==> src/rtl/simon_encrypt_sequencer.sv <==
// Iterative Simon32/64 encryptor: one round per clock with an on-the-fly key schedule
// held in a 4-word sliding window, and valid/ready handshakes on the input and output sides.
module simon_encrypt_sequencer #(
  parameter int unsigned ROUNDS = 32
) (
  input  logic        clk,
  input  logic        rst,
  input  logic        in_valid_i,
  output logic        in_ready_o,
  input  logic [31:0] in_plntxt_i,
  input  logic [63:0] in_key_i,
  input  logic        abort_i,
  output logic        out_valid_o,
  input  logic        out_ready_i,
  output logic [31:0] out_cphrtxt_o,
  output logic        busy_o,
  output logic [4:0]  round_idx_o
);

  typedef enum logic [1:0] {StIdle, StRun, StDone} state_e;

  // Bit j of the z0 sequence is Z0[61-j]; the leftmost literal digit is j=0.
  localparam logic [61:0] Z0 =
    62'b11111010001001010110000111001101111101000100101011000011100110;
  localparam logic [4:0] LastRound = 5'(ROUNDS - 1);

  state_e      state_q, state_d;
  logic [15:0] x_q, x_d, y_q, y_d;
  logic [15:0] w0_q, w0_d, w1_q, w1_d, w2_q, w2_d, w3_q, w3_d;
  logic [4:0]  rnd_q, rnd_d;
  logic [5:0]  j_q, j_d;

  logic [15:0] f_x, t_k, knew;

  assign f_x  = ({x_q[14:0], x_q[15]} & {x_q[7:0], x_q[15:8]}) ^ {x_q[13:0], x_q[15:14]};
  assign t_k  = {w3_q[2:0], w3_q[15:3]} ^ w1_q;
  assign knew = ~w0_q ^ t_k ^ {t_k[0], t_k[15:1]} ^ 16'h0003 ^ {15'd0, Z0[6'd61 - j_q]};

  always_ff @(posedge clk) begin
    if (rst) begin
      state_q <= StIdle;
      x_q     <= '0;
      y_q     <= '0;
      w0_q    <= '0;
      w1_q    <= '0;
      w2_q    <= '0;
      w3_q    <= '0;
      rnd_q   <= '0;
      j_q     <= '0;
    end else begin
      state_q <= state_d;
      x_q     <= x_d;
      y_q     <= y_d;
      w0_q    <= w0_d;
      w1_q    <= w1_d;
      w2_q    <= w2_d;
      w3_q    <= w3_d;
      rnd_q   <= rnd_d;
      j_q     <= j_d;
    end
  end

  always_comb begin
    state_d = state_q;
    x_d     = x_q;
    y_d     = y_q;
    w0_d    = w0_q;
    w1_d    = w1_q;
    w2_d    = w2_q;
    w3_d    = w3_q;
    rnd_d   = rnd_q;
    j_d     = j_q;

    unique case (state_q)
      StIdle: begin
        if (in_valid_i) begin
          x_d     = in_plntxt_i[31:16];
          y_d     = in_plntxt_i[15:0];
          w0_d    = in_key_i[15:0];
          w1_d    = in_key_i[31:16];
          w2_d    = in_key_i[47:32];
          w3_d    = in_key_i[63:48];
          rnd_d   = '0;
          j_d     = '0;
          state_d = StRun;
        end
      end
      StRun, StDone: begin
        if (abort_i) begin
          // Abort wipes the datapath so no partial state survives into the next job.
          x_d     = '0;
          y_d     = '0;
          w0_d    = '0;
          w1_d    = '0;
          w2_d    = '0;
          w3_d    = '0;
          rnd_d   = '0;
          j_d     = '0;
          state_d = StIdle;
        end else if (state_q == StRun) begin
          x_d   = y_q ^ f_x ^ w0_q;
          y_d   = x_q;
          w0_d  = w1_q;
          w1_d  = w2_q;
          w2_d  = w3_q;
          w3_d  = knew;
          j_d   = (j_q == 6'd61) ? 6'd0 : j_q + 6'd1;
          rnd_d = rnd_q + 5'd1;
          if (rnd_q == LastRound) begin
            rnd_d   = '0;
            state_d = StDone;
          end
        end else if (out_ready_i) begin
          state_d = StIdle;
        end
      end
      default: state_d = StIdle;
    endcase
  end

  assign in_ready_o    = (state_q == StIdle);
  assign out_valid_o   = (state_q == StDone);
  assign out_cphrtxt_o = (state_q == StDone) ? {x_q, y_q} : 32'd0;
  assign busy_o        = (state_q != StIdle);
  assign round_idx_o   = (state_q == StRun) ? rnd_q : 5'd0;

endmodule

==> config.mk <==
export PLATFORM = sky130hd
export DESIGN_NAME = simon_encrypt_sequencer
export DESIGN_NICKNAME = d
export VERILOG_FILES = /design/src/rtl/simon_encrypt_sequencer.sv
export SDC_FILE = /design/constraint.sdc
export NUM_CORES = 1
export LEC_CHECK = 0
export CAP_MARGIN = 20
export CORE_MARGIN = 3
export CORE_UTILIZATION = 34
export CTS_BUF_LIST = sky130_fd_sc_hd__clkbuf_8
export DETAILED_ROUTE_END_ITERATION = 6
export DONT_BUFFER_PORTS = 1
export GPL_TIMING_DRIVEN = 0
export MAX_ROUTING_LAYER = met4
export PLACE_DENSITY = 0.5
export SLEW_MARGIN = 25
export SYNTH_ARGS = -nofsm -noshare
export SYNTH_HDL_FRONTEND = slang
export SYNTH_SLANG_ARGS = --single-unit
==> constraint.sdc <==
create_clock -name clk -period 5.3 [get_ports clk]
set_clock_uncertainty 0.05 [all_clocks]
set_input_delay 1.06 -clock clk [delete_from_list [all_inputs] [get_ports clk]]
set_output_delay 1.06 -clock clk [all_outputs]
set_load 0.005 [all_outputs]
==> impl_metrics.env <==
export IMPL_outcome="finished clean"
export IMPL_drcViolationCount=0
export IMPL_n_antenna_cell=0
export IMPL_p_per_area_nw_per_um2=397
export IMPL_cts_clk_slew_worst_paths_ps=100
export IMPL_min_delay_start="rnd_q[3]"
export IMPL_rr_endpoint="y_q[14]"
export IMPL_total_power_w=0.00282
export IMPL_fin_crit_sh_pct=56.6
export IMPL_final_max_slew_violation_count=0
export IMPL_rows=50
export IMPL_ys_seq_area_share_pct=33.1
export IMPL_clockPowerShare_pct=18.8
export IMPL_yosys_warnings=0
export IMPL_reg2reg_depth=12
export IMPL_post_route_min_period_ps=3000
export IMPL_syn_avg_cell_area_um2=7.44
export IMPL_hpwlAfterDp_um=17600
export IMPL_die_height_um=145
export IMPL_routedWlPerCell_um=19.6
export IMPL_io_buffer_count=0
export IMPL_netlist_top_cells_count="131 x nor2_1, 109 x dfxtp_1, 100 x inv_1"
export IMPL_crit_required_ps=4190
export IMPL_hold_violations=0
export IMPL_synthMuxAreaShare_pct=2.11
export IMPL_grt_setup_unrepaired="no"
export IMPL_yosysUniqueCellTypes=34
export IMPL_min_path_type="flop to flop"
export IMPL_grt_pass1_vias=5916
export IMPL_critPathKind="flop to primary output"
export IMPL_fmax_mhz=333
export IMPL_tns_ps=0
export IMPL_grt_max_degree=18
export IMPL_drive_gt1_share_pct=3.88
export IMPL_final_antenna_net_count=0
export IMPL_grt_overflow=0
export IMPL_worstMarginPinSlew_ps=747
export IMPL_finalSetupViolations=0
export IMPL_cts_resized=0
export IMPL_endpoint_kind="primary output"
export IMPL_cts_sinks=109
export IMPL_dr_pass1_iters=6
export IMPL_utilization_pct=37.6
export IMPL_switchingPower_w=0.00115
export IMPL_synth_top_area_share_pct=33.1
export IMPL_postCtsSetupRepairBufs=0
export IMPL_worst_path_max_delay_cell="clkbuf_1"
export IMPL_slowest_delay_ps=440
export IMPL_io_pin_count=141
export IMPL_setup_worst_path_start="state_q[0]"
export IMPL_cp_max_fo=10
export IMPL_path_buf_inv=2
export IMPL_vdd_ir_drop_max_uv=148
export IMPL_path_cells="inv_1 -> ha_1 -> clkbuf_1 -> and2_1"
export IMPL_numCtsBuffers=9
export IMPL_synthesis_nets=1002
export IMPL_vias_per_cell=5.23
export IMPL_ys_ff_latch=109
export IMPL_cp_depth=4
export IMPL_synth_compound_area_share_pct=19.4
export IMPL_synth_edff_count=0
export IMPL_clkLatencyLatePin_ps=400
export IMPL_syn_to_final_growth_pct=7.82
export IMPL_grt_pass1_wl_um=34900
export IMPL_grt_antenna_before_repair=0
export IMPL_synthArstFlopShare_pct=0
export IMPL_synth_cells=886
export IMPL_yosys_top_cells_area="dfxtp_1 33%, xnor2_1 11%, o221ai_1 10%"
export IMPL_synth_adder_area_share_pct=2.85
export IMPL_critical_path_arrival_ps=1890
export IMPL_whs_ps=470
export IMPL_p_comb_share_pct=40.1
export IMPL_p_int_w=0.00167
export IMPL_grt_usage_pct=21.8
export IMPL_r2r_start="state_q[0]"
export IMPL_drt_iter0_markers=481
export IMPL_worst_setup_path_start_kind="flop"
export IMPL_r2r_slack_ps=2530
export IMPL_max_slew_margin_pct=50.2
export IMPL_initial_utilization_pct=34.9
export IMPL_crit_family="buffers and inverters"
export IMPL_cts_root_buf="clkbuf_8"
export IMPL_die_w_um=145
export IMPL_maxCapViolCount=0
export IMPL_synthMostInstantiatedCell="nor2_1"
export IMPL_switching_share_pct=40.8
export IMPL_netlist_area_um2=6600
export IMPL_synth_top_flop_cell="dfxtp_1"
export IMPL_gp_congestion=0.855
export IMPL_synth_xor_area_share_pct=13.7
export IMPL_routed_wl_um=22800
export IMPL_ctsHoldBuffers=0
export IMPL_cts_max_level=3
export IMPL_nets=1013
export IMPL_p_leak_nw=2.82
export IMPL_synth_top_family_by_area="compound AO/OA/AOI/OAI gates"
export IMPL_sequentialPowerShare_pct=41.0
export IMPL_coreArea_um2=18900
export IMPL_vias=6073
export IMPL_die_area_um2=21100
export IMPL_cp_endpoint="out_cphrtxt_o[2]"
export IMPL_yosysTopAreaCell="dfxtp_1"
export IMPL_cts_tree="yes"
export IMPL_clock_path_buffers=2
export IMPL_synth_simple_gate_area_share_pct=18.8
==> registers in the layout, summed over array words and instances (netlist names) <==
| register | flops |
|---|---|
| w0_q | 16 |
| w3_q | 16 |
| j_q | 6 |
| rnd_q | 5 |
| w1_q | 16 |
| state_q | 2 |
| x_q | 16 |
| y_q | 16 |
| w2_q | 16 |
==> per-stage QoR <==
| step | std cells | setup slack [ps] | area, um^2 |
|---|---|---|---|
| 3_5_place_dp | 1146 | 2400 | 6920 |
| 5_1_grt | 1162 | 2170 | 7110 |
| 4_1_cts | 1162 | 2250 | 7110 |
| 2_1_floorplan | 886 | 3010 | 6600 |
| 6_report | 1162 | 2300 | 7110 |
| 3_3_place_gp | 1146 | 2410 | 6920 |
==> tightest hold or removal path: stages, from the launching register on <==
cell and delay [ps]:
dfxtp_1 340, o21ai_0 80, a21oi_1 60
==> power by group through the flow <==
stage / clock [W] / sequential (W) / combinational [W]
final: 0.000532 / 0.00116 / 0.00113
after global routing: 0.000576 / 0.00117 / 0.00127
after CTS: 0.000545 / 0.00115 / 0.00114
after detailed placement: 0 / 0.00117 / 0.00113
after global placement: 0 / 0.00117 / 0.00113
after floorplan: 0 / 0.00109 / 0.000895
==> cells by family after synthesis <==
group                    count (synthesis)
AO/OA/AOI/OAI                          191
buffers and inverters                  169
AND/OR/NAND/NOR                        288
multiplexers                            11
XOR/XNOR                               103
flip-flops                             109
adder cells (fa/ha/maj)                 15
==> cell type report <==
type                    instances  area (um^2)
plain buffers                  69          287
clock buffers                   9          124
clock inverters                 7         66.3
fillers                      2084        11800
inverters                     100          375
multi-input cells             608         3750
flip-flops and latches        109         2180
well taps                     260          325
==> worst min-delay path by stage <==
| stage | depth (start not counted) | endpoint | slack [ps] |
|---|---|---|---|
| 6_report | 2 | rnd_q[3] | 470 |
| 5_1_grt | 2 | w2_q[7] | 510 |
| 4_1_cts | 2 | rnd_q[3] | 470 |
| 3_5_place_dp | 2 | w2_q[6] | 450 |
| 3_3_place_gp | 2 | w2_q[5] | 450 |
| 2_1_floorplan | 2 | rnd_q[3] | 420 |
==> per-layer routing <==
layer  vias to the layer above  share of wire, %  global-route usage, %
met3                        27               4.0                   3.59
met5                         -                 0                      -
met4                         0               2.1                   5.27
li1                       2969                 -                      -
met1                      2891                48                   29.6
met2                       186                46                   34.1
==> cell usage in the layout (no fill, tap or decap), types with 2 or more instances in the layout <==
cell type | synthesis | routed
a21oi_1 | 7 | 7
a22oi_1 | 2 | 2
and2_1 | 38 | 38
buf_1 | 2 | 2
buf_2 | 16 | 16
clkbuf_1 | 50 | 50
clkbuf_8 | 0 | 9
clkinv_2 | 0 | 3
dfxtp_1 | 109 | 109
ha_1 | 15 | 15
inv_1 | 100 | 101
mux2_1 | 2 | 2
mux2i_1 | 6 | 6
mux4_2 | 2 | 2
nand2_1 | 84 | 84
nand2b_1 | 3 | 3
nand3_1 | 6 | 6
nor2_1 | 131 | 131
nor3_1 | 17 | 17
o21ai_0 | 84 | 84
o221ai_1 | 79 | 79
o22ai_1 | 18 | 18
xnor2_1 | 81 | 81
xor2_1 | 22 | 22
Power figures use the tool's default switching activity.
